<file path="src/rtl/rv32i_hazard_ctl.sv">
// Forwarding mux with NSRC prioritised sources, load-use interlock and jump-flush sequencing.
// Optional performance counters are enabled by defining HAZARD_PERF_CNT_EN.
module rv32i_hazard_ctl #(
  parameter int XLEN      = 32,
  parameter int NSRC      = 3,
  parameter int LOAD_LAT  = 1,
  parameter int FLUSH_CYC = 1,
  parameter int CNT_W     = 32
) (
  input  logic                 clk,
  input  logic                 reset,
  input  logic                 id_valid,
  input  logic [4:0]           rs1_reg,
  input  logic [4:0]           rs2_reg,
  input  logic                 rs1_used,
  input  logic                 rs2_used,
  input  logic [XLEN-1:0]      rf_rs1_data,
  input  logic [XLEN-1:0]      rf_rs2_data,
  input  logic [NSRC-1:0]      df_enable,
  input  logic [5*NSRC-1:0]    df_reg,
  input  logic [XLEN*NSRC-1:0] df_data,
  input  logic [NSRC-1:0]      df_is_load,
  input  logic                 jump_en,
  output logic [XLEN-1:0]      rs1_data_out,
  output logic [XLEN-1:0]      rs2_data_out,
  output logic                 stall_if,
  output logic                 stall_id,
  output logic                 bubble_ex,
  output logic                 flush_if_id,
  output logic                 jump_accept,
  output logic [1:0]           state_o
`ifdef HAZARD_PERF_CNT_EN
  ,
  output logic [CNT_W-1:0]     stall_cnt,
  output logic [CNT_W-1:0]     flush_cnt,
  output logic [CNT_W-1:0]     fwd_cnt
`endif
);

  typedef enum logic [1:0] {RUN = 2'd0, STALL = 2'd1, FLUSH = 2'd2} state_t;

  localparam logic [2:0] LL_M1 = 3'(LOAD_LAT - 1);
  localparam logic [2:0] FC_M1 = 3'(FLUSH_CYC - 1);

  state_t          r_state, w_state_nxt;
  logic [2:0]      r_cnt, w_cnt_nxt;
  logic            w_rs1_hit, w_rs2_hit, w_rs1_fwd, w_rs2_fwd;
  logic [XLEN-1:0] w_rs1_df, w_rs2_df;
  logic            w_lu, w_stall, w_accept, w_flush;

  // Walk oldest to youngest so the lowest matching index wins.
  always_comb begin
    w_rs1_hit = 1'b0;
    w_rs2_hit = 1'b0;
    w_rs1_df  = '0;
    w_rs2_df  = '0;
    w_lu      = 1'b0;
    for (int i = NSRC - 1; i >= 0; i--) begin
      if (df_enable[i] && df_reg[5*i +: 5] == rs1_reg) begin
        w_rs1_hit = 1'b1;
        w_rs1_df  = df_data[XLEN*i +: XLEN];
      end
      if (df_enable[i] && df_reg[5*i +: 5] == rs2_reg) begin
        w_rs2_hit = 1'b1;
        w_rs2_df  = df_data[XLEN*i +: XLEN];
      end
      if (df_enable[i] && df_is_load[i] &&
          ((rs1_used && rs1_reg != 5'd0 && df_reg[5*i +: 5] == rs1_reg) ||
           (rs2_used && rs2_reg != 5'd0 && df_reg[5*i +: 5] == rs2_reg)))
        w_lu = 1'b1;
    end
    w_lu = w_lu & id_valid;
  end

  assign w_rs1_fwd    = w_rs1_hit && (rs1_reg != 5'd0);
  assign w_rs2_fwd    = w_rs2_hit && (rs2_reg != 5'd0);
  assign rs1_data_out = (rs1_reg == 5'd0) ? '0 : (w_rs1_hit ? w_rs1_df : rf_rs1_data);
  assign rs2_data_out = (rs2_reg == 5'd0) ? '0 : (w_rs2_hit ? w_rs2_df : rf_rs2_data);

  always_ff @(posedge clk or posedge reset) begin
    if (reset) begin
      r_state <= RUN;
      r_cnt   <= 3'd0;
    end else begin
      r_state <= w_state_nxt;
      r_cnt   <= w_cnt_nxt;
    end
  end

  always_comb begin
    w_state_nxt = r_state;
    w_cnt_nxt   = r_cnt;
    case (r_state)
      RUN: begin
        if (w_lu) begin
          if (LOAD_LAT > 1) begin
            w_state_nxt = STALL;
            w_cnt_nxt   = LL_M1;
          end
        end else if (jump_en && FLUSH_CYC > 1) begin
          w_state_nxt = FLUSH;
          w_cnt_nxt   = FC_M1;
        end
      end
      STALL, FLUSH: begin
        if (r_cnt <= 3'd1) begin
          w_state_nxt = RUN;
          w_cnt_nxt   = 3'd0;
        end else begin
          w_cnt_nxt = r_cnt - 3'd1;
        end
      end
      default: begin
        w_state_nxt = RUN;
        w_cnt_nxt   = 3'd0;
      end
    endcase
  end

  // Controls are held low for the whole reset window, even with a hazard present.
  always_comb begin
    w_stall  = !reset && (((r_state == RUN) && w_lu) || (r_state == STALL));
    w_accept = !reset && (r_state == RUN) && !w_lu && jump_en;
    w_flush  = w_accept || (!reset && (r_state == FLUSH));
  end

  assign stall_if    = w_stall;
  assign stall_id    = w_stall;
  assign bubble_ex   = w_stall;
  assign flush_if_id = w_flush;
  assign jump_accept = w_accept;
  assign state_o     = r_state;

`ifdef HAZARD_PERF_CNT_EN
  logic [CNT_W-1:0] r_stall_cnt, r_flush_cnt, r_fwd_cnt;

  always_ff @(posedge clk or posedge reset) begin
    if (reset) begin
      r_stall_cnt <= '0;
      r_flush_cnt <= '0;
      r_fwd_cnt   <= '0;
    end else begin
      if (w_stall && r_stall_cnt != '1)
        r_stall_cnt <= r_stall_cnt + CNT_W'(1);
      if (w_accept && r_flush_cnt != '1)
        r_flush_cnt <= r_flush_cnt + CNT_W'(1);
      if (id_valid && (w_rs1_fwd || w_rs2_fwd) && r_fwd_cnt != '1)
        r_fwd_cnt <= r_fwd_cnt + CNT_W'(1);
    end
  end

  assign stall_cnt = r_stall_cnt;
  assign flush_cnt = r_flush_cnt;
  assign fwd_cnt   = r_fwd_cnt;
`endif

endmodule
</file>
<file path="config.mk">
export PLATFORM = sky130hd
export DESIGN_NAME = rv32i_hazard_ctl
export DESIGN_NICKNAME = d
export VERILOG_FILES = /design/src/rtl/rv32i_hazard_ctl.sv
export SDC_FILE = /design/constraint.sdc
export NUM_CORES = 1
export LEC_CHECK = 0
export ABC_AREA = 1
export CORE_AREA = 2 2 104 106
export DETAILED_ROUTE_END_ITERATION = 7
export DIE_AREA = 0 0 106 108
export PLACE_DENSITY_LB_ADDON = 0.3
export SLEW_MARGIN = 20
export SYNTH_ARGS = -nofsm -noshare
export SYNTH_HDL_FRONTEND = slang
export SYNTH_SLANG_ARGS = --single-unit
</file>
<file path="constraint.sdc">
create_clock -name clk -period 2.3 [get_ports clk]
set_input_delay 0.46 -clock clk [delete_from_list [all_inputs] [get_ports clk]]
set_output_delay 0.46 -clock clk [all_outputs]
set_load 0.01 [all_outputs]
</file>
* Word-level counts from Yosys, hierarchy flattened
Index checks and enable logic that the tools add are counted.
** Word-level totals
- ROM bits :: 0
- Memories kept :: 0
- Bits in registers :: 5
- Latch bits :: 0
- RAM bits :: 0
- Output and inout bits :: 71
** Operators by class
- Shift operators :: 0
- Reduce and logical (&&, ||, !) cells :: 40
- $add $sub $neg :: 1
- Magnitude comparators :: 1
- $mul :: 0
- Divide/modulo/power cells :: 0
- Equality and inequality tests :: 9
- Bitwise operators :: 2
- Mux-type cells :: 23
** Operators with widths (number)
- two-way mux 32 bit :: 10
- == test 5 bit :: 6
- logical AND 1 bit :: 26
- zero test 5 bit :: 2
- nonzero test 5 bit :: 2
- two-way mux 1 bit :: 9
- case mux 3 bit (2 select lines) :: 1
- logical OR 1 bit :: 5
- case mux 2 bit (2 select lines) :: 1
- less-or-equal comparator 3 x 1 -> 1 bit, second input constant :: 1
- two-way mux 3 bit :: 1
- subtractor 3 x 1 -> 3 bit, second input constant :: 1
- == test 2 x 1 -> 1 bit, second input constant :: 1
- == test 2 bit, second input constant :: 1
- zero test 1 bit :: 2
- zero test 2 bit :: 1
- two-way mux 2 bit :: 1
- inequality test 2 bit, second input constant :: 1
- AND reduction 2 bit :: 1
- OR reduction 2 bit :: 1
- bitwise AND 1 bit :: 1
- inverter 1 bit :: 1

* Longest topological paths before layout
Gate-level depths: netlist of run 1.
- Depth after elaboration :: 13
- Gate-level depth with buffers :: 12
- Gate-level depth less buffers :: 11

* Worst setup path before layout of run 1
OpenSTA, ideal clock, no wires.
- Kind :: input port to output port
- From :: input port df_reg[13]
- To :: output port stall_id
- Setup slack :: 0.247 ns
- Arrival :: 1.593 ns
- Required time :: 1.840 ns
- Stages on the path :: 9
- Path buffers :: 1
- Cell sequence :: xor2_1 nor2_1 nand3_1 nand2_1 nand2_1 nand3_1 nand2_1 nor2_1 buf_4
** Between the ends
- Cells in the longest elaborated chain, start to end :: 11
- Elaborated cells between the ends (all ways) :: 13
- Those cells by class :: eq/ne (2); mux (3); bitwise (1); reduce/logical (7)
** RTL lines
- from (decl) :: line 20 : input logic [5*NSRC-1:0] df_reg,
- == test 5 bit (on tied branches) :: line 68, 69
- logical AND 1 bit (on tied branches) :: line 68, 69
- logical OR 1 bit (*) :: line 68 : ((rs1_used && rs1_reg != 5'd0 && df_reg[5*i +: 5] == rs1_reg) ||
- logical AND 1 bit (*) :: line 67 : if (df_enable[i] && df_is_load[i] &&
- two-way mux 1 bit (*) (3 in a row) :: line 67
- bitwise AND 1 bit (*) :: line 72 : w_lu = w_lu & id_valid;
- logical AND 1 bit (*) :: line 122 : w_stall = !reset && (((r_state == RUN) && w_lu) || (r_state == STALL));
- logical OR 1 bit (*) :: line 122
- logical AND 1 bit (*) :: line 122
- to (decl) :: line 27 : output logic stall_id,
Mark *: on every way between the ends. The rest lies on a longest branch, timed or not.

* Worst setup path after layout of run 1
- From :: input port rs2_reg[4]
- To :: output port rs2_data_out[31]
** Between the ends
- Cells in the longest elaborated chain, start to end :: 7
- Elaborated cells between the ends (all ways) :: 15
- Those cells by class :: eq/ne (3); mux (8); reduce/logical (4)
** RTL lines
- from (decl) :: line 14 : input logic [4:0] rs2_reg,
- == test 5 bit :: line 63 : if (df_enable[i] && df_reg[5*i +: 5] == rs2_reg) begin
- logical AND 1 bit :: line 63
- two-way mux 32 bit / two-way mux 1 bit (equally long branches) (3 in a row) :: line 63
- two-way mux 32 bit :: line 78 : assign rs2_data_out = (rs2_reg == 5'd0) ? '0 : (w_rs2_hit ? w_rs2_df : rf_rs2_data);
- two-way mux 32 bit (*) :: line 78
- to (decl) :: line 25 : output logic [XLEN-1:0] rs2_data_out,
Marked as above.

==> results.txt, run 1 <==
Final setup viols -> 69
Vias in the first global route -> 6715
Leak -> 4.05 nW
Crit path DAT -> 2.15 ns
Setup crit end -> rs2_data_out[31]
Area growth syn-to-layout -> 130%
Nets -> 1294
Count of buffers from port buffering -> 265
Initial DRC count -> 672
Crit path required time -> 1.84 ns
Hold Fails Final Rpt -> 0
Worst path slowest cell -> nor2_4
Clk network pwr share -> 0%
Critical path capture point type -> output pin
Final slew viol count -> 0
ANT nets after route -> 0
Startpoint Class -> primary input
Detailed placer's ending HPWL -> 14600 um
Fmax -> 382 MHz
Library cells used by synthesis -> 22
Synth Cell Area -> 0.00361 mm2
Max incr delay on CP -> 0.19 ns
Number of synthesis warnings -> 0
Synth Instances -> 788
Buf/Inv on CP -> 8
Hold Path Class -> primary input to output pin
P_int -> 0.751 mW
Critical path class -> primary input to output pin
Number of cells on the critical path -> 15
Largest net degree at the start of global routing -> 33
Die area -> 0.0114 mm2
DRT Wirelength -> 24700 um
Tot GR Track Use -> 38.7%
CP Cell Sequence -> buf_2 > xnor2_2 > nand3_2 > nor2_4 > nand2_4 > buf_6 > inv_8 > buf_12 > buf_12 > buf_16 > nand2_2 > nand2_1 > inv_1 > a21oi_2 > buf_2
Tmin final -> 2.61 ns
Power Density -> 175 mW/mm2
Sequential area share after synthesis -> 0%
Drt first pass iters -> 6
Die Height -> 108 um
Clkbuf count -> 0
IO Count -> 268
CTS Hold Bufs -> 0
Total congestion overflow -> 0
DRC errors left -> 0
Run status -> complete, but fails checks
First-pass GRT wire length -> 34900 um
Max-cap violation count -> 0
Area of the multi-input gates -> 0.00375 mm2
Sw Ratio -> 48.4%
Failing checks -> setup timing
Top-area cell type share of the netlist area -> 23.9%
RSZ-0062 raised after global routing -> yes
Sequential share of power -> 0%
Sequential cell area -> 0 um2
Crit path max-delay family -> buffers and inverters
Synth area leader -> nand2_1
Synth top area cells -> nand2_1 (24%), inv_1 (15%), nand3_1 (15%)
Die Wd -> 106 um
Final Worst Setup Slack -> -0.315 ns
Avg Vias per Cell -> 5.70
Layout cells sized above 1 -> 38.8%
Number of flip-flops and latches -> 0
Post-place setup slack -> -0.951 ns
Starting Density -> 35.3%
Fillers -> 678
Net Switching -> 0.704 mW
Gpl congestion -> 0.975
Antenna violations before repair -> 2
Standard-cell row count -> 37
Avg Inst Size Synth -> 4.59 um2
Wire length per cell -> 20.0 um
Combinational fraction of design power -> 100.0%
Worst VDD drop -> 0.121 mV
Critical path origin -> rs2_reg[4]
Core Area -> 0.0102 mm2
Period utilisation layout -> 114%
Vias -> 7026
Final total power -> 1.46 mW
Crit-path max FO -> 5
[power groups by stage]
stage	registers (mW)	logic, mW	clock network, mW
3_3_place_gp	0	1.14	0
2_1_floorplan	0	0.424	0
6_report	0	1.46	0.000000116
5_1_grt	0	1.53	0.000000116
4_1_cts	0	1.27	0
3_5_place_dp	0	1.15	0
[Yosys cell counts]
cell and count:
nand2_1 230, inv_1 145, nand3_1 108, a21oi_1 65, o21ai_0 56, o21ai_1 40
nand4_1 32, clkbuf_1 27, buf_2 18, xnor2_1 17, buf_4 13, nor2_1 10
buf_1 6, xor2_1 6, nand2_2 4, inv_2 2, nand3_2 2, nor2_2 2
or2_1 2, conb_1 1, nand3_4 1, nor2_4 1
[how the worst min path moves through the flow]
stage,slack (ns),endpoint,cells after the start,startpoint
2_1_floorplan,0.98,bubble_ex,1,reset
3_3_place_gp,1.89,flush_if_id,4,jump_en
3_5_place_dp,1.90,jump_accept,4,jump_en
4_1_cts,1.56,jump_accept,4,jump_en
5_1_grt,1.61,flush_if_id,4,jump_en
6_report,1.56,flush_if_id,4,jump_en
[per-layer routing]
layer	track usage, %	vias to the layer above	part of all wire, %
li1	-	3124	-
met1	43.1	3169	33
met2	69.2	583	48
met3	8.08	150	11
met4	21.0	0	7.5
met5	0	-	0
[repair_timing]
action	CTS	global route
setup buffers	43	10
pin swaps	120	46
endpoints found under the setup margin	69	69
resized for setup	585	179
gates cloned	18	3
[layout make-up]
type | count | area share [%]
well taps | 136 | 2.05
repair buffers | 370 | 45.8
inverters | 147 | 6.92
multi-input cells | 578 | 45.2
diodes | 2 | 0.0603
[cells in the final DEF, fill, tap and decap left out, drive strengths merged, types with 3 or more instances in the layout]
cell           count
a21oi             65
buf              194
clkbuf             3
clkdlybuf4s50    168
dlygate4sd2        3
inv              146
nand2            234
nand3            111
nand4             32
nor2              13
o21ai             96
xnor2             17
xor2               6
[per-stage QoR]
stage | cells | hold slack [ns] | TNS (ns) | utilization (%) | cell area [um2]
finish | 1233 | 1.56 | -15.92 | 81.1 | 8300
global route | 1233 | 1.61 | -19.29 | 81.1 | 8300
CTS | 1224 | 1.56 | -9.52 | 75.1 | 7690
detailed placement | 1173 | 1.90 | -61.65 | 64.4 | 6590
global placement | 1173 | 1.89 | -59.10 | 64.4 | 6590
floorplan | 789 | 0.982 | 0 | - | 3620
[cells by family (layout without fill, tap and decap cells)]
family	count (synthesis)	count (layout)	synth area share, %
AND/OR/NAND/NOR	392	392	48.1
buffers and inverters	211	517	23.9
AO/OA/AOI/OAI	161	161	22.3
XOR/XNOR	23	23	5.57
other	1	4	0.104
[tightest hold or removal path, delay by kind of cell]
kind / cells / cell delay, ns
AOI/OAI and AO/OA: 1 / 0.04
buffers and inverters: 2 / 0.52
and+or+nand+nor: 1 / 0.08
Power figures use the tool's default switching activity.
==> run 2, diff against run 1 <==
CAP_MARGIN = 20   (was default)
==> results of run 2 <==
Same layout as run 1: the final DEF is identical, and so are final timing and power.
==> run 3, diff against run 2 <==
GPL_TIMING_DRIVEN = 0   (was default)
==> run 3 against run 2 <==
Compared with the run above:
- the flow still finishes with violations (setup timing)
- largest power group unchanged
- largest cell class is now multi-input gates
- count of clock-buffer cells in the layout stayed put
- sequential cell count stayed put
- routed wire length is 2.7% higher
- via count is 2.5% higher
==> results.txt, run 3 (synthesis gave the netlist of run 1 again) <==
Die Wd -> 106 um (unchanged)
First-pass GRT wire length -> 33800 um (-3.3%)
Area growth syn-to-layout -> 137%
Hold Path Class -> primary input to output pin
Area of the multi-input gates -> 0.00406 mm2 (+8.3%)
Most frequent CP cell -> nand2_2
Run status -> complete, but fails checks
Die area -> 0.0114 mm2 (unchanged)
DRC errors left -> 0 (unchanged)
Worst path slowest cell -> nor2_4
Die Height -> 108 um (unchanged)
TNS Setup -> -14.01 ns (+1.92 ns)
Crit path required time -> 1.84 ns (about the same)
Sw Ratio -> 49.3% (+0.95 points)
P_int -> 0.754 mW (+0.32%)
Tot GR Track Use -> 36.7% (-2.0 points)
DP Cell Count -> 1188 (+1.3%)
Critical path class -> primary input to output pin
Count of buffers from port buffering -> 263 (-0.75%)
Number of flip-flops and latches -> 0 (unchanged)
Initial DRC count -> 679 (+1.0%)
Sequential share of power -> 0% (unchanged)
Drt first pass iters -> 6 (unchanged)
Critical path origin -> df_reg[11]
Detailed placer's ending HPWL -> 14900 um (+1.8%)
Period utilisation layout -> 116% (+2.8 points)
Slew @ Worst Pin -> 0.579 ns
Commonest non-fill, non-tap cell in the layout -> nand2_1
Commonest cells after routing, fill and taps aside -> nand2_1 (182), clkdlybuf4s50_1 (168), inv_1 (114), buf_2 (68), nand3_1 (65)
Crit-path max FO -> 6 (+1)
Antenna violations before repair -> 0 (-2)
Layout cells sized above 1 -> 42.7% (+3.9 points)
Gpl congestion -> 0.980 (+0.49%)
ANT nets after route -> 0 (unchanged)
Max-cap violation count -> 0 (unchanged)
RSZ-0062 raised after global routing -> yes
Vias in the first global route -> 6572 (-2.1%)
Power Density -> 174 mW/mm2 (-0.96%)
Combinational fraction of design power -> 100.0% (about the same)
Hold Startpoint -> jump_en
Finished Layout Cells -> 1256 (+1.9%)
Fillers -> 677 (-0.15%)
IO Count -> 268 (unchanged)
Max incr delay on CP -> 0.18 ns (about the same)
Final slew viol count -> 0 (unchanged)
Nets -> 1319 (+1.9%)
Total congestion overflow -> 0 (unchanged)
Fmax -> 373 MHz (-2.4%)
Post-place setup slack -> -1.28 ns (-0.331 ns)
Clkbuf count -> 0 (unchanged)
Tmin final -> 2.68 ns (+0.0641 ns)
CP Cell Sequence -> buf_8 > inv_2 > nand2_2 > nand2_2 > nand2_2 > nor2_4 > nand3_4 > buf_6 > clkbuf_16 > o21ai_1 > nand3_1 > a21oi_1 > buf_2
Crit path max-delay family -> simple AND/OR/NAND/NOR gates
Avg Vias per Cell -> 5.73 (+0.63%)
Antenna cells -> 0 (-2)
Core Area -> 0.0102 mm2 (unchanged)
Final Worst Setup Slack -> -0.379 ns (-0.0641 ns)
CTS Hold Bufs -> 0 (unchanged)
Failing checks -> setup timing
Standard-cell row count -> 37 (unchanged)
Leak -> 4.17 nW (+2.9%)
Hold Fails Final Rpt -> 0 (unchanged)
Max_slew headroom -> 61.4%
Net Switching -> 0.733 mW (+4.2%)
Final total power -> 1.49 mW (+2.2%)
Buf/Inv on CP -> 5 (-3)
Vias -> 7202 (+2.5%)
Largest net degree at the start of global routing -> 11 (-67%)
Critical path capture point type -> output pin
Worst VDD drop -> 0.142 mV (+17%)
Fin util -> 83.7% (+2.6 points)
Startpoint Class -> primary input
Wire length per cell -> 20.2 um (+0.85%)
Crit path DAT -> 2.22 ns (+0.07 ns)
Final setup viols -> 69 (unchanged)
Sequential cell area -> 0 um2 (unchanged)
DRT Wirelength -> 25300 um (+2.7%)
Starting Density -> 35.3% (unchanged)
Clk network pwr share -> 0% (unchanged)
[run 3: cell types whose count changed in the layout (fill, tap and decap cells not counted), sizes merged, moves of 2 or more]
| cell | before | now |
|---|---|---|
| diode | 2 | 0 |
| clkbuf | 3 | 28 |
| nand2 | 234 | 236 |
| nand3 | 111 | 114 |
| dlygate4sd2 | 3 | 1 |
| clkdlybuf4s15 | 2 | 0 |
[run 3: path summary, 6_finish.rpt]
kind / endpoint / cells past startpoint
setup / recovery: rs2_data_out[22] / 13
hold / removal: flush_if_id / 4
[run 3: area by class of cell]
class | count | share of cell area [%]
Multi-Input combinational cell | 583 | 47.4
Timing Repair Buffer | 327 | 36.7
Inverter | 147 | 6.70
Tap cell | 136 | 1.99
Buffer | 63 | 7.20
[run 3: repair_timing]
item | in CTS | in global routing
cloned | 21 | 2
pin swaps | 111 | 91
endpoints found under the setup margin | 69 | 69
resized for setup | 729 | 218
setup buffers | 39 | 11
hold endpoints to repair | 0 | 0
[run 3: power by group through the flow]
stage	clock, mW	sequential, mW	combinational (mW)
after global placement	0	0	1.11
after floorplan	0	0	0.424
after detailed placement	0	0	1.12
after CTS	0	0	1.26
after global routing	0	0	1.55
final	0	0	1.49
[run 3: through the flow]
stage	hold slack (ns)	area (um2)
2_1_floorplan	0.982	3620
3_3_place_gp	1.89	6420
3_5_place_dp	1.90	6420
4_1_cts	1.53	7710
5_1_grt	1.58	8570
6_report	1.56	8570
[run 3: layer usage]
layer	share of wire, %	vias up	global-route usage, %
met1	34	3265	42.4
met4	8.1	0	17.5
met3	11	185	6.27
met5	0	-	0
met2	48	578	66.0
li1	-	3174	-
